`config.mk`:
```
export PLATFORM = sky130hd
export DESIGN_NAME = bc_accum_flat
export DESIGN_NICKNAME = d
export VERILOG_FILES = /design/src/rtl/bc_accum_pkg.sv /design/src/rtl/bc_accum_if.sv /design/src/rtl/bc_rmw_pipe.sv /design/src/rtl/bc_accum.sv /design/src/flat_wrapper.sv
export SDC_FILE = /design/constraint.sdc
export NUM_CORES = 1
export LEC_CHECK = 0
export BUFFER_PORTS_ARGS = -buffer_cell sky130_fd_sc_hd__buf_4
export CAP_MARGIN = 20
export CORE_MARGIN = 2
export CORE_UTILIZATION = 46
export DETAILED_ROUTE_END_ITERATION = 12
export PLACE_DENSITY = 0.82
export SLEW_MARGIN = 10
export SYNTH_ARGS = -nofsm -noshare
export SYNTH_HDL_FRONTEND = slang
export SYNTH_SLANG_ARGS = --single-unit
```
`constraint.sdc`:
```
create_clock -name CLK -period 2.85 [get_ports CLK]
set_input_delay 0.285 -clock CLK [delete_from_list [all_inputs] [get_ports CLK]]
set_output_delay 0.285 -clock CLK [all_outputs]
set_load 0.02 [all_outputs]
```
`src/rtl/bc_accum_pkg.sv`:
```
// Shared types and helpers for the box-count stages.
package bc_accum_pkg;

    localparam int unsigned BC_BOX_IDX  = 3;
    localparam int unsigned BC_PIX_BITS = 8;
    localparam int unsigned BC_DATA_LEN = 8;
    localparam int unsigned BC_AW       = 2 * BC_BOX_IDX + 1;

    typedef enum logic [2:0] {
        IDLE,
        CLEAR,
        ACCUM,
        DRAIN,
        DONE
    } bc_state_e;

    typedef logic [BC_AW-1:0] addr_t;

    // Bank 0 holds the finest level; bank 1 belongs to the grouping stage.
    localparam logic BANK_FINE   = 1'b0;
    localparam logic BANK_COARSE = 1'b1;

    // Memory address layout shared by every stage: {x, bank, y}.
    function automatic addr_t pack_addr(input logic [BC_BOX_IDX-1:0] x,
                                        input logic                  bank,
                                        input logic [BC_BOX_IDX-1:0] y);
        return {x, bank, y};
    endfunction

endpackage

```
`src/rtl/bc_accum_if.sv`:
```
// Pixel stream handshake between the pixel source and the box-count stage.
interface bc_accum_if #(
    parameter int unsigned PIX_BITS = 8
);
    logic                pix_valid;
    logic                pix_ready;
    logic [PIX_BITS-1:0] pix_x;
    logic [PIX_BITS-1:0] pix_y;
    logic                pix_hit;
    logic                pix_last;

    modport master (
        output pix_valid, pix_x, pix_y, pix_hit, pix_last,
        input  pix_ready
    );

    modport slave (
        input  pix_valid, pix_x, pix_y, pix_hit, pix_last,
        output pix_ready
    );
endinterface

```
`src/rtl/bc_rmw_pipe.sv`:
```
// Read-modify-write stage: S1 register, same-address forwarding and saturating increment.
module bc_rmw_pipe #(
    parameter int unsigned AW       = 7,
    parameter int unsigned DATA_LEN = 8
) (
    input  logic                CLK,
    input  logic                RST,
    input  logic                load,
    input  logic [AW-1:0]       load_addr,
    input  logic [DATA_LEN-1:0] rdata,
    output logic                wen,
    output logic [AW-1:0]       wr_addr,
    output logic [DATA_LEN-1:0] wdata
);

    logic                s1_valid_q;
    logic [AW-1:0]       s1_addr_q;
    logic                prev_wen_q;
    logic [AW-1:0]       prev_addr_q;
    logic [DATA_LEN-1:0] prev_wdata_q;
    logic [DATA_LEN-1:0] src;
    logic [DATA_LEN-1:0] inc;

    // Pipeline registers: S1 slot plus a copy of last cycle's write for forwarding.
    always_ff @(posedge CLK or posedge RST) begin
        if (RST) begin
            s1_valid_q   <= 1'b0;
            s1_addr_q    <= '0;
            prev_wen_q   <= 1'b0;
            prev_addr_q  <= '0;
            prev_wdata_q <= '0;
        end else begin
            s1_valid_q   <= load;
            if (load) begin
                s1_addr_q <= load_addr;
            end
            prev_wen_q   <= s1_valid_q;
            prev_addr_q  <= s1_addr_q;
            prev_wdata_q <= inc;
        end
    end

    // The RAM is read-first, so a write issued last cycle to this address is not yet in rdata.
    always_comb begin
        src = rdata;
        if (prev_wen_q && (prev_addr_q == s1_addr_q)) begin
            src = prev_wdata_q;
        end
        inc     = (&src) ? src : src + DATA_LEN'(1);
        wen     = s1_valid_q;
        wr_addr = s1_valid_q ? s1_addr_q : '0;
        wdata   = s1_valid_q ? inc : '0;
    end

endmodule

```
`src/rtl/bc_accum.sv`:
```
// Box-count accumulation: clears the finest bank, then counts hits per box from a pixel stream.
module bc_accum
    import bc_accum_pkg::*;
#(
    parameter int unsigned BOX_IDX  = BC_BOX_IDX,
    parameter int unsigned PIX_BITS = BC_PIX_BITS,
    parameter int unsigned DATA_LEN = BC_DATA_LEN
) (
    input  logic                  CLK,
    input  logic                  RST,
    input  logic                  start,
    bc_accum_if.slave             pix,
    output logic                  BC_mode,
    output logic [2*BOX_IDX:0]    BC_rd_addr,
    input  logic [DATA_LEN-1:0]   BC_rdata,
    output logic [2*BOX_IDX:0]    BC_wr_addr,
    output logic [DATA_LEN-1:0]   BC_wdata,
    output logic                  wen_bc,
    output logic [2*PIX_BITS:0]   hit_count,
    output logic                  done
);

    localparam int unsigned AW  = 2 * BOX_IDX + 1;
    localparam int unsigned HCW = 2 * PIX_BITS + 1;

    bc_state_e             state_q, state_d;
    logic [2*BOX_IDX-1:0]  clr_q;
    logic [HCW-1:0]        hit_cnt_q;
    logic                  done_q;

    logic                  accept;
    logic                  accept_hit;
    logic                  start_ok;
    logic                  clr_last;
    logic [BOX_IDX-1:0]    box_x, box_y;
    logic [AW-1:0]         pix_addr;
    logic [AW-1:0]         clr_addr;

    logic                  pipe_wen;
    logic [AW-1:0]         pipe_addr;
    logic [DATA_LEN-1:0]   pipe_wdata;

    // Box index is the top BOX_IDX bits of each pixel coordinate.
    assign box_x      = pix.pix_x[PIX_BITS-1 -: BOX_IDX];
    assign box_y      = pix.pix_y[PIX_BITS-1 -: BOX_IDX];
    assign pix_addr   = pack_addr(box_x, BANK_FINE, box_y);
    assign clr_addr   = pack_addr(clr_q[2*BOX_IDX-1 -: BOX_IDX], BANK_FINE, clr_q[BOX_IDX-1:0]);

    assign accept     = (state_q == ACCUM) && pix.pix_valid;
    assign accept_hit = accept && pix.pix_hit;
    assign start_ok   = start && ((state_q == IDLE) || (state_q == DONE));
    assign clr_last   = &clr_q;

    assign hit_count  = hit_cnt_q;
    assign done       = done_q;

    // State register.
    always_ff @(posedge CLK or posedge RST) begin
        if (RST) begin
            state_q <= IDLE;
        end else begin
            state_q <= state_d;
        end
    end

    // Next-state logic.
    always_comb begin
        state_d = state_q;
        unique case (state_q)
            IDLE:    if (start) state_d = CLEAR;
            CLEAR:   if (clr_last) state_d = ACCUM;
            ACCUM:   if (accept && pix.pix_last) state_d = DRAIN;
            DRAIN:   state_d = DONE;
            DONE:    if (start) state_d = CLEAR;
            default: state_d = IDLE;
        endcase
    end

    // Clear sweep counter, hit counter and the one-shot done pulse.
    always_ff @(posedge CLK or posedge RST) begin
        if (RST) begin
            clr_q     <= '0;
            hit_cnt_q <= '0;
            done_q    <= 1'b0;
        end else begin
            if (start_ok) begin
                clr_q <= '0;
            end else if (state_q == CLEAR) begin
                clr_q <= clr_q + (2*BOX_IDX)'(1);
            end
            if (start_ok) begin
                hit_cnt_q <= '0;
            end else if (accept_hit && !(&hit_cnt_q)) begin
                hit_cnt_q <= hit_cnt_q + HCW'(1);
            end
            done_q <= (state_d == DONE) && (state_q != DONE);
        end
    end

    bc_rmw_pipe #(
        .AW       (AW),
        .DATA_LEN (DATA_LEN)
    ) u_rmw (
        .CLK       (CLK),
        .RST       (RST),
        .load      (accept_hit),
        .load_addr (pix_addr),
        .rdata     (BC_rdata),
        .wen       (pipe_wen),
        .wr_addr   (pipe_addr),
        .wdata     (pipe_wdata)
    );

    // Output decode: memory port ownership and handshake per state.
    always_comb begin
        pix.pix_ready = 1'b0;
        BC_mode       = 1'b1;
        BC_rd_addr    = '0;
        BC_wr_addr    = '0;
        BC_wdata      = '0;
        wen_bc        = 1'b0;
        unique case (state_q)
            CLEAR: begin
                wen_bc     = 1'b1;
                BC_wr_addr = clr_addr;
            end
            ACCUM: begin
                pix.pix_ready = 1'b1;
                if (accept_hit) begin
                    BC_rd_addr = pix_addr;
                end
                wen_bc     = pipe_wen;
                BC_wr_addr = pipe_addr;
                BC_wdata   = pipe_wdata;
            end
            DRAIN: begin
                wen_bc     = pipe_wen;
                BC_wr_addr = pipe_addr;
                BC_wdata   = pipe_wdata;
            end
            // Memory is released to the grouping stage unless a new frame starts now.
            DONE:    BC_mode = start;
            default: ;
        endcase
    end

endmodule

```
`src/flat_wrapper.sv`:
```
// flat-port wrapper written by rule: the top's interface ports become plain ports
module bc_accum_flat import bc_accum_pkg::*;
#(
    parameter int unsigned BOX_IDX  = BC_BOX_IDX,
    parameter int unsigned PIX_BITS = BC_PIX_BITS,
    parameter int unsigned DATA_LEN = BC_DATA_LEN
)
  (CLK, RST, start, BC_mode, BC_rd_addr, BC_rdata, BC_wr_addr, BC_wdata, wen_bc, hit_count, done, pix_pix_valid, pix_pix_x, pix_pix_y, pix_pix_hit, pix_pix_last, pix_pix_ready);
  bc_accum_if #(.PIX_BITS(PIX_BITS)) pix_i ();
  input  logic CLK;
  input  logic RST;
  input  logic start;
  output logic BC_mode;
  output logic [2*BOX_IDX:0] BC_rd_addr;
  input  logic [DATA_LEN-1:0] BC_rdata;
  output logic [2*BOX_IDX:0] BC_wr_addr;
  output logic [DATA_LEN-1:0] BC_wdata;
  output logic wen_bc;
  output logic [2*PIX_BITS:0] hit_count;
  output logic done;
  input wire logic [$bits(pix_i.pix_valid)-1:0] pix_pix_valid;
  input wire logic [$bits(pix_i.pix_x)-1:0] pix_pix_x;
  input wire logic [$bits(pix_i.pix_y)-1:0] pix_pix_y;
  input wire logic [$bits(pix_i.pix_hit)-1:0] pix_pix_hit;
  input wire logic [$bits(pix_i.pix_last)-1:0] pix_pix_last;
  output wire logic [$bits(pix_i.pix_ready)-1:0] pix_pix_ready;
  assign pix_i.pix_valid = pix_pix_valid;
  assign pix_i.pix_x = pix_pix_x;
  assign pix_i.pix_y = pix_pix_y;
  assign pix_i.pix_hit = pix_pix_hit;
  assign pix_i.pix_last = pix_pix_last;
  assign pix_pix_ready = pix_i.pix_ready;
  bc_accum #(.BOX_IDX(BOX_IDX), .PIX_BITS(PIX_BITS), .DATA_LEN(DATA_LEN)) u_core (.CLK(CLK), .RST(RST), .start(start), .pix(pix_i), .BC_mode(BC_mode), .BC_rd_addr(BC_rd_addr), .BC_rdata(BC_rdata), .BC_wr_addr(BC_wr_addr), .BC_wdata(BC_wdata), .wen_bc(wen_bc), .hit_count(hit_count), .done(done));
endmodule
```
-- Word-level counts from Yosys, hierarchy flattened
Index checks and enable logic that the tools add are counted.
- bits in registers: 49
- add/sub/neg operators: 3
- eq/ne operators: 7
- multiplexer cells: 19
- reductions and logical operators: 17
- operator list (cell ; count):
    2-to-1 mux 17 bit ; 2
    2-to-1 mux 8 bit ; 4
    2-to-1 mux 7 bit ; 3
    adder 17 x 1 -> 17 bit (second input constant) ; 1
    AND reduction 17 bit ; 1
    one-hot mux 7 bit (2 select lines) ; 1
    2-to-1 mux 6 bit ; 2
    one-hot mux 3 bit (4 select lines) ; 1
    2-to-1 mux 3 bit ; 3
    adder 8 x 1 -> 8 bit (second input constant) ; 1
    AND reduction 8 bit ; 1
    logical AND 1 bit ; 7
    adder 6 x 1 -> 6 bit (second input constant) ; 1
    equality test 3 x 2 -> 1 bit (second input constant) ; 2
    equality test 3 bit (second input constant) ; 2
    equality test 6 bit ; 1
    AND reduction 6 bit ; 1
    nonzero test 2 bit ; 2
    OR reduction 2 bit ; 2
    equality test 3 x 1 -> 1 bit (second input constant) ; 1
    zero test 3 bit ; 1
    inequality test 3 bit (second input constant) ; 1
    2-to-1 mux 1 bit ; 2
    one-hot mux 1 bit (2 select lines) ; 1
    2 further kinds ; 2

-- Longest topological paths before layout
Gate-level depths: netlist (run 1).
- word-level depth: 7
- gate-level depth with buffers: 10
- mapped depth without buffers: 10

-- Hierarchy
Synthesis (run 1) repeated with hierarchy kept, for this count alone.
- cells, all modules: 288
- area, all modules: 2837.7 µm²
- by module, submodules not included (module ; instances ; cells an instance ; area each (µm²)):
    bc_accum ; 1 ; 171 ; 1572.8
    bc_rmw_pipe ; 1 ; 117 ; 1265.0

-- Least setup slack after synthesis (run 1)
Ideal clock, no wire load.
- kind: register to output
- from: register u_core.u_rmw.s1_addr_q[6]
- to: output port BC_wdata[6]
- arrival time: 3041 ps
- setup slack: -476 ps
- cell stages (with the launch flop): 11
- path buffers: 1
- cell sequence: dfrtp_1 -> xor2_1 -> or3_4 -> nor2_1 -> buf_6 -> mux2_2 -> ha_1 -> inv_1 -> a221oi_2 -> a21oi_1 -> a311oi_1
- cells in the longest elaborated chain, start to end: 7
- ends and longest elaborated chain (item ; RTL line ; source):
    start: declaration ; bc_rmw_pipe.sv:17 ; logic [AW-1:0] s1_addr_q;
    start signal: assignment ; bc_rmw_pipe.sv:35 ; s1_addr_q <= load_addr;
    equality test 6 bit * ; bc_rmw_pipe.sv:46 ; if (prev_wen_q && (prev_addr_q == s1_addr_q)) begin
    logical AND 1 bit * ; bc_rmw_pipe.sv:46 ;
    2-to-1 mux 8 bit * ; bc_rmw_pipe.sv:46 ;
    adder 8 x 1 -> 8 bit / AND reduction 8 bit (equally long branches) ; bc_rmw_pipe.sv:49 ; inc = (&src) ? src : src + DATA_LEN'(1);
    2-to-1 mux 8 bit * ; bc_rmw_pipe.sv:49 ;
    2-to-1 mux 8 bit * ; bc_rmw_pipe.sv:52 ; wdata = s1_valid_q ? inc : '0;
    2-to-1 mux 8 bit * ; bc_accum.sv:122 ; unique case (state_q)
    end: declaration ; flat_wrapper.sv:17 ; output logic [DATA_LEN-1:0] BC_wdata;
Mark *: on every way between the ends. The rest lies on a longest branch, timed or not.

-- Worst setup path after layout (run 1)
- from: register u_core.u_rmw.prev_addr_q[0]
- to: output port BC_wdata[3]
- cells in the longest elaborated chain, start to end: 7
- ends and longest elaborated chain (item ; RTL line ; source):
    start: declaration ; bc_rmw_pipe.sv:19 ; logic [AW-1:0] prev_addr_q;
    start signal: assignment ; bc_rmw_pipe.sv:38 ; prev_addr_q <= s1_addr_q;
    equality test 6 bit * ; bc_rmw_pipe.sv:46 ;
    logical AND 1 bit * ; bc_rmw_pipe.sv:46 ;
    2-to-1 mux 8 bit * ; bc_rmw_pipe.sv:46 ;
    adder 8 x 1 -> 8 bit / AND reduction 8 bit (equally long branches) ; bc_rmw_pipe.sv:49 ;
    2-to-1 mux 8 bit * ; bc_rmw_pipe.sv:49 ;
    2-to-1 mux 8 bit * ; bc_rmw_pipe.sv:52 ;
    2-to-1 mux 8 bit * ; bc_accum.sv:122 ;
Marks and branches as above.

==> results of run 1 <==
[what timing repair did]
action,4_1_cts,5_1_grt
setup buffers,12,8
hold buffers,0,1
endpoints found under the setup margin,8,8
pin swaps,9,9
hold endpoints to repair,0,9
gates resized for setup,5,14
[routing by layer]
metal	track usage	wire, µm	vias to the layer above
li1	-	-	1118
met1	0.259	2730	1160
met2	0.355	3300	72
met3	0.0419	371	8
met4	0.0586	78	0
met5	0	0	-
[synthesized netlist by cell type, types with 2 or more instances]
library cell and count:
clkbuf_1 7, o21ai_0 9, nand3b_1 2, nor2_1 21
nor4_1 3, xnor2_1 8, xor2_1 12, a31oi_1 2
and3_1 3, a22o_1 6, and2_1 11, nand3_1 11
nand4_1 11, mux2_2 12, or3_1 6, a311oi_1 2
o211ai_1 2, a211oi_1 2, nand2_1 22, mux2i_1 7
dfrtp_1 49, nand2b_1 5, ha_1 4, a21oi_1 15
inv_1 6, buf_4 2
[stage by stage]
step	cell area [µm²]	instances	hold WS [ps]	utilization
6_report	3690	426	224	0.669
2_1_floorplan	2700	262	366	-
5_1_grt	3690	426	205	0.669
4_1_cts	3520	416	213	0.640
3_3_place_gp	3280	397	373	0.596
3_5_place_dp	3280	397	380	0.596
[power by group through the flow]
stage	logic (mW)	registers (mW)	clock network, mW
floorplan	0.312	0.824	0
global placement	0.464	0.835	0
detailed placement	0.475	0.839	0
CTS	0.485	0.826	0.602
global route	0.536	0.839	0.631
finish	0.495	0.829	0.588
[kinds of logic (layout without fill, tap and decap cells)]
family,count (synthesis),count (layout),share of synthesized area
multiplexers,19,19,0.0779
adder cells (fa/ha/maj),4,4,0.0190
buffers and inverters,16,108,0.0285
other,1,2,0.00142
flip-flops,49,49,0.466
XOR/XNOR,20,20,0.0665
AO/OA/AOI/OAI,48,48,0.126
AND/OR/NAND/NOR,104,104,0.214
[worst register-to-register path, stage by stage (launching register included)]
cell	delay [ps]
dfrtp_1	410
xor2_2	190
or3_4	390
nor2_4	160
mux2_4	200
ha_4	150
inv_4	40
a221oi_4	380
a211oi_2	180
buf_4	170
buf_4	120
xnor2_1	130
[registers in the layout, summed over array words and instances, names as in the netlist]
signal                     cells
u_core.hit_count              17
u_core.clr_q                   6
u_core.u_rmw.prev_addr_q       6
u_core.u_rmw.wen               1
u_core.u_rmw.s1_addr_q         6
u_core.u_rmw.prev_wen_q        1
u_core.state_q                 3
u_core.done                    1
u_core.u_rmw.prev_wdata_q      8
[area by class of cell]
| type | count | area [µm²] | area share |
|---|---|---|---|
| multi-input cells | 197 | 1480 | 0.400 |
| flip-flops and latches | 49 | 1230 | 0.333 |
| repair buffers | 94 | 732 | 0.199 |
| well taps | 72 | 90.1 | 0.0244 |
| clock buffers | 5 | 68.8 | 0.0187 |
| clock inverters | 3 | 68.8 | 0.0187 |
| inverters | 6 | 25.0 | 0.00679 |
[final timing paths]
check / start / to / slack, ps
min in group asynchronous: RST / u_core.hit_count[11] / 450
worst min-delay path: pix_pix_x[6] / u_core.u_rmw.s1_addr_q[5] / 220
max in group asynchronous: RST / u_core.u_rmw.prev_wdata_q[6] / 1920
worst max register to register: u_core.u_rmw.prev_addr_q[0] / u_core.u_rmw.prev_wdata_q[3] / 220
worst max-delay path: u_core.u_rmw.prev_addr_q[0] / BC_wdata[3] / -240
worst min register to register: u_core.u_rmw.wen / u_core.u_rmw.prev_wen_q / 410
==> run metrics, run 1 <==
Slew Limit Fails=0; post-synthesis sequential area ratio=0.466; R2R cell count=11; Top Family by Delay on Critical Path=multiplexers; final hold violation count=0; status=finished with violations; Clock Power Share=0.308; Power Dens Cells=519 nW/µm²; initial antenna violation count=0; fraction of layout cells with a size suffix above 1=0.404; nature of the critical path endpoint=output port; Worst path depth=10; Cells after Synth=261; sw frac=0.299; Port Buf Inserts=60; Die W=79.7 µm; synthesized flop and latch total=49; fmax=324 MHz; Setup WS pre-CTS=-8.38 ps; final setup violating endpoints=8; row cnt=27; main area contributors after synthesis=dfrtp_1 47%, mux2_2 5.1%, xor2_1 4.0%; initial core utilization=0.478; part of the power in registers=0.433; Pwr Total=1.91 mW; Comb pwr share=0.259; number of vias per cell=5.54; synthesized cell area=2630 µm²; Crit Path Max Fanout=7; CTS Sinks=49; initial drt markers=97; Post-synth EDFFs=0; CTS Root Cell=clkbuf_8; most frequent cells in the layout=89 x buf_4, 49 x dfrtp_1, 22 x nand2_1; RSZ-0062 raised after global routing=true; largest net degree at the start of global routing=50; dominant synthesized flop cell=dfrtp_1; max_cap viols=0; GRT Total Usage=0.205; grt total ovfl=0; drt pass-1 iters=5; worst setup margin=-236 ps; Skew-Pair Late Insertion Delay=300 ps; Final HPWL DP=4.36 mm; CTS tree=yes; diode count=0; CTS clk-pin slew, worst paths=90 ps; top cell type's share of synthesized area=0.466; FFs w/ async S/R, synth=1.00; clock buffer depth=2; failing checks=setup timing; die height=79.7 µm; slowest CP cell=dfrtp_1; peak supply drop=0.000373 V; global placement routability congestion=0.859; IO Pins=73; DRC viols=0; die footprint=6340 µm²; Layout area overhead=40.0%; setup TNS=-1350 ps; NetSw=0.572 mW; post-DR wirelength/cell=15.2 µm; FILL cells=426; Worst Hold Depth=2; vias post-DR=2358; crit path time final=3090 ps; LEAKAGE=1.73 nW; remaining antenna violation count after routing=0; Post-Route WL=6.48 mm; Critical Path RT=2570 ps; Tcrit/Tclk final=1.08; largest area contributor in the netlist=dfrtp_1; vias in the first global route=2208; Nets=387; Worst Setup Path Type=register to output port; first-pass GRT wire length=10.3 mm; delay of the slowest critical-path stage=410 ps; final setup skew=6.84 ps; CTS buffer count=5; crit start category=register; H-Tree Depth=2; Netlist cell types=47; P_int=1.34 mW; yosys warns=0; CORE AREA=5510 µm²; Syn Area/Cell=10.1 µm²; Buf/Inv on CP=2; crit-path cells=xor2_2 -> or3_4 -> nor2_4 -> mux2_4 -> ha_4 -> inv_4 -> a221oi_4 -> a211oi_2 -> mux2i_2 -> buf_4; commonest non-fill, non-tap cell in the layout=buf_4; worst path arrival time=2800 ps; worst hold path class=input port to register
Note: power is estimated with default switching activity, not from simulation.
==> run 2, diff against run 1 <==
--- a/config.mk
+++ b/config.mk
@@ -9,6 +9,7 @@
 export CAP_MARGIN = 20
 export CORE_MARGIN = 2
 export CORE_UTILIZATION = 46
+export CTS_BUF_LIST = sky130_fd_sc_hd__clkbuf_4
 export DETAILED_ROUTE_END_ITERATION = 12
 export PLACE_DENSITY = 0.82
 export SLEW_MARGIN = 10
==> run 2 against run 1 <==
The flow still finishes with violations (setup timing). Largest cell class unchanged. Power decreased by 4.3%. Clock-buffer cell count unchanged. Fmax is 3.1% lower. Worst setup slack got worse by 97 ps. Global-route usage about the same. Flip-flop and latch count did not move. Critical path depth stayed put. Sequential power about the same. Worst hold slack worse by 78 ps. Via count down 1.9%.
==> run metrics, run 2 (synthesized netlist as in run 1, its figures left out) <==
status=finished with violations; failing checks=setup timing; sw frac=0.309; Comb pwr share=0.270; NetSw=0.566 mW; final setup skew=12.9 ps; Skew-Pair Late Insertion Delay=370 ps; largest net degree at the start of global routing=50; initial core utilization=0.478; CTS clk-pin slew, worst paths=150 ps; drt pass-1 iters=4; Layout area overhead=38.3%; R2R cell count=11; initial antenna violation count=0; WHS Endpoint=u_core.u_rmw.s1_addr_q[5]; grt total ovfl=0; placed cell areas=3280 µm²; Worst Hold Depth=2; die height=79.7 µm; Top Family by Delay on Critical Path=multiplexers; slowest CP cell=dfrtp_1; Port Buf Inserts=60; peak supply drop=0.000402 V; final hold violation count=0; CORE AREA=5510 µm²; vias in the first global route=2200; Reg-to-Reg Start=u_core.u_rmw.prev_addr_q[0]; commonest non-fill, non-tap cell in the layout=buf_4; Slew Limit Fails=0; initial drt markers=78; fmax=314 MHz; P_int=1.26 mW; clock buffer depth=2; most frequent cells in the layout=90 x buf_4, 49 x dfrtp_1, 22 x nand2_1; Nets=387; hold_sp=pix_pix_x[6]; die footprint=6340 µm²; worst hold path class=input port to register; part of the power in registers=0.454; CTS Root Cell=clkbuf_4; CTS Sinks=49; Critical Path RT=2570 ps; Final HPWL DP=4.36 mm; diode count=0; worst path arrival time=2900 ps; GR peak layer=met2; setup TNS=-1990 ps; crit start category=register; Crit Path Max Fanout=7; max_cap viols=0; delay of the slowest critical-path stage=430 ps; R2R Path End=u_core.u_rmw.prev_wdata_q[3]; Tcrit/Tclk final=1.12; final std cells w/o fill=426; worst setup margin=-333 ps; first-pass GRT wire length=10.2 mm; Buf/Inv on CP=2; Reg2Reg Setup Slack=200 ps; crit path time final=3180 ps; Worst Setup Path Type=register to output port; Post-Route WL=6.34 mm; grt met3 use=0.0464; CTS buffer count=5; Power Dens Cells=502 nW/µm²; post-route cell area=3640 µm²; DRC viols=0; remaining antenna violation count after routing=0; global placement routability congestion=0.859; nature of the critical path endpoint=output port; IO Pins=73; FILL cells=424; LEAKAGE=1.72 nW; Die W=79.7 µm; number of vias per cell=5.43; routing usage on met2=0.352; GR Util met1=0.259; GRT Total Usage=0.205; end-of-flow core utilization=0.661; Clock Power Share=0.276; CTS tree=yes; H-Tree Depth=2; crit-path cells=xor2_2 -> or3_4 -> nor2_4 -> mux2_4 -> ha_4 -> inv_4 -> a221oi_4 -> a211oi_2 -> mux2i_2 -> buf_4; fraction of layout cells with a size suffix above 1=0.395; final setup violating endpoints=8; post-DR wirelength/cell=14.9 µm; RSZ-0062 raised after global routing=true; placed cell count=397; max reg flops=17; row cnt=27; vias post-DR=2314
==> run 2: cell counts in the layout (fill, tap and decap cells not counted) <==
No cell type changed its count.
==> run 2: area by class of cell <==
class	instances	area, µm²	share of cell area
Clock inverter	3	68.8	0.0189
Timing Repair Buffer	94	728	0.200
Inverter	6	25.0	0.00687
Tap cell	72	90.1	0.0247
Multi-Input combinational cell	197	1470	0.402
Sequential cell	49	1230	0.337
Clock buffer	5	37.5	0.0103
==> run 2: metrics by stage <==
step	power [mW]	setup WS, ps	hold WS [ps]
2_1_floorplan	1.14	-24.6	366
3_3_place_gp	1.30	43.5	373
3_5_place_dp	1.31	-8.38	380
4_1_cts	1.83	-324	135
5_1_grt	1.92	-481	110
6_report	1.83	-333	146
==> run 2: metal layers <==
| metal | up-vias | share of wire |
|---|---|---|
| li1 | 1118 | - |
| met1 | 1136 | 0.43 |
| met2 | 54 | 0.51 |
| met3 | 6 | 0.050 |
| met4 | 0 | 0.0093 |
| met5 | - | 0 |
==> run 2: how the worst max path moves through the flow <==
stage | cells after the start | slack, ps | end | from
after floorplan | 10 | -20 | BC_wdata[3] | u_core.u_rmw.s1_addr_q[0]
after global placement | 10 | 40 | BC_wdata[3] | u_core.u_rmw.prev_addr_q[0]
after detailed placement | 10 | -8 | BC_wdata[3] | u_core.u_rmw.s1_addr_q[0]
after CTS | 10 | -320 | BC_wdata[3] | u_core.u_rmw.s1_addr_q[0]
after global routing | 10 | -480 | BC_wdata[3] | u_core.u_rmw.prev_addr_q[0]
final | 10 | -330 | BC_wdata[3] | u_core.u_rmw.prev_addr_q[0]
==> run 2: power by group through the flow <==
stage          Clock, mW  Sequential [mW]  Combinational (mW)
2_1_floorplan          0            0.824               0.312
3_3_place_gp           0            0.835               0.464
3_5_place_dp           0            0.839               0.475
4_1_cts            0.515            0.826               0.487
5_1_grt            0.547            0.839               0.533
6_report           0.505            0.830               0.494
==> run 2: timing repair <==
item | in CTS | in global routing
setup buffers | 13 | 7
pin swaps | 10 | 9
setup endpoints to repair | 8 | 8
gates resized for setup | 7 | 10
endpoints found under the hold margin | 0 | 9
hold buffers | 0 | 1
==> run 3, diff against run 2 <==
--- a/config.mk
+++ b/config.mk
@@ -9,7 +9,7 @@
 export CAP_MARGIN = 20
 export CORE_MARGIN = 2
 export CORE_UTILIZATION = 46
-export CTS_BUF_LIST = sky130_fd_sc_hd__clkbuf_4
+export CTS_BUF_LIST = sky130_fd_sc_hd__clkbuf_16
 export DETAILED_ROUTE_END_ITERATION = 12
 export PLACE_DENSITY = 0.82
 export SLEW_MARGIN = 10
==> run 3 against run 2 <==
The run still ends with setup timing left. Cell area up 1.2%. Sequential power is essentially flat. Clock-buffer cell count is the same. Final cell count shrank 0.47%. Wire length up 1.4%. Critical endpoint unchanged.
==> run metrics, run 3 (synthesized netlist as in run 1, its figures left out) <==
placed cell areas=3280 µm²; crit path time final=3110 ps; first-pass GRT wire length=10.5 mm; worst path arrival time=2830 ps; most frequent cells in the layout=88 x buf_4, 49 x dfrtp_1, 22 x nand2_1; LEAKAGE=1.74 nW; final hold violation count=0; clock buffer depth=2; worst setup margin=-263 ps; largest net degree at the start of global routing=50; die height=79.7 µm; final std cells w/o fill=424; nature of the critical path endpoint=output port; placed cell count=397; R2R Path End=u_core.u_rmw.prev_wdata_q[3]; CTS tree=yes; failing checks=setup timing; Pwr Total=2.09 mW; RSZ-0062 raised after global routing=true; Crit Path Max Fanout=7; Power Dens Cells=567 nW/µm²; diode count=0; initial core utilization=0.478; vias post-DR=2332; fmax=321 MHz; post-DR wirelength/cell=15.2 µm; GRT Total Usage=0.210; remaining antenna violation count after routing=0; die footprint=6340 µm²; Reg2Reg Setup Slack=240 ps; R2R cell count=11; initial drt markers=163; Skew-Pair Late Insertion Delay=290 ps; worst hold path class=input port to register; Nets=385; max_cap viols=0; DRC viols=0; IO Pins=73; max reg flops=17; Seq. cell area=1230 µm²; Die W=79.7 µm; Reg-to-Reg Start=u_core.u_rmw.prev_addr_q[0]; number of vias per cell=5.50; Tcrit/Tclk final=1.09; final setup skew=6.97 ps; initial antenna violation count=0; Worst Setup Path Type=register to output port; Final HPWL DP=4.36 mm; commonest non-fill, non-tap cell in the layout=buf_4; CTS clk-pin slew, worst paths=70 ps; WHS Endpoint=u_core.u_rmw.s1_addr_q[5]; CORE AREA=5510 µm²; peak supply drop=0.000367 V; global placement routability congestion=0.859; Critical Path RT=2570 ps; row cnt=27; FILL cells=421; Multi-input gate area=1440 µm²; grt total ovfl=0; Post-Route WL=6.44 mm; fraction of layout cells with a size suffix above 1=0.381; vias in the first global route=2248; CTS buffer count=5; H-Tree Depth=2; final setup violating endpoints=8; Worst Hold Depth=2; drt pass-1 iters=4; CTS Root Cell=clkbuf_16; Port Buf Inserts=60; Slew Limit Fails=0; Layout area overhead=40.0%; status=finished with violations; hold_sp=pix_pix_x[6]; crit start category=register; WHS=237 ps; post-route cell area=3680 µm²; CTS Sinks=49
==> run 3: changes by cell type in the layout (fill, tap and decap cells not counted), sizes merged <==
| cell | previous run | this run |
|---|---|---|
| buf | 93 | 91 |
==> run 3: worst max-delay path: stages, from the launching register on <==
cell and delay (ps):
dfrtp_1 400, xor2_2 190, or3_4 400, nor2_4 160, mux2_4 340, ha_4 170
inv_4 70, a221oi_4 60, a211oi_2 340, mux2i_2 240, buf_4 160
==> run 3: cell type report <==
type,count,share of cell area
clock buffer,5,0.0340
clock inverter,3,0.0187
inverter,6,0.00679
multi-input combinational,197,0.390
sequential,49,0.333
tap,72,0.0244
timing repair buffer,92,0.194
==> run 3: how the worst max path moves through the flow <==
stage	startpoint	end	slack (ps)	cells past startpoint
after global placement	u_core.u_rmw.prev_addr_q[0]	BC_wdata[3]	40	10
after floorplan	u_core.u_rmw.s1_addr_q[0]	BC_wdata[3]	-20	10
after detailed placement	u_core.u_rmw.s1_addr_q[0]	BC_wdata[3]	-8	10
after CTS	u_core.u_rmw.s1_addr_q[0]	BC_wdata[3]	-210	10
final	u_core.u_rmw.prev_addr_q[0]	BC_wdata[3]	-260	10
after global routing	u_core.u_rmw.prev_addr_q[0]	BC_wdata[3]	-370	10
==> run 3: per-stage QoR <==
stage	utilization	setup TNS, ps	setup slack, ps
after global placement	0.596	0	43.5
after detailed placement	0.596	-8.38	-8.38
after global routing	0.669	-2220	-370
after floorplan	-	-24.6	-24.6
final	0.669	-1150	-263
after CTS	0.651	-911	-215
==> run 3: timing repair <==
item,in CTS,in global routing
hold endpoints to repair,0,14
pin swaps,10,6
resized for setup,5,7
hold buffers,0,1
endpoints found under the setup margin,7,8
setup buffers,12,7
==> run 3: metal layers <==
metal	global-route usage	up-vias	share of wire	wire length, µm
met5	0	-	0	0
met3	0.0464	13	0.053	338
met1	0.273	1139	0.42	2720
met2	0.355	62	0.51	3270
met4	0.0517	0	0.017	109
li1	-	1118	-	-
==> run 3: report_power, final <==
group          switching [mW]  internal, mW  total [mW]  leakage [nW]
clock                   0.257         0.506       0.762        0.0944
combinational           0.263         0.233       0.496         0.993
sequential             0.0739         0.756       0.830         0.651
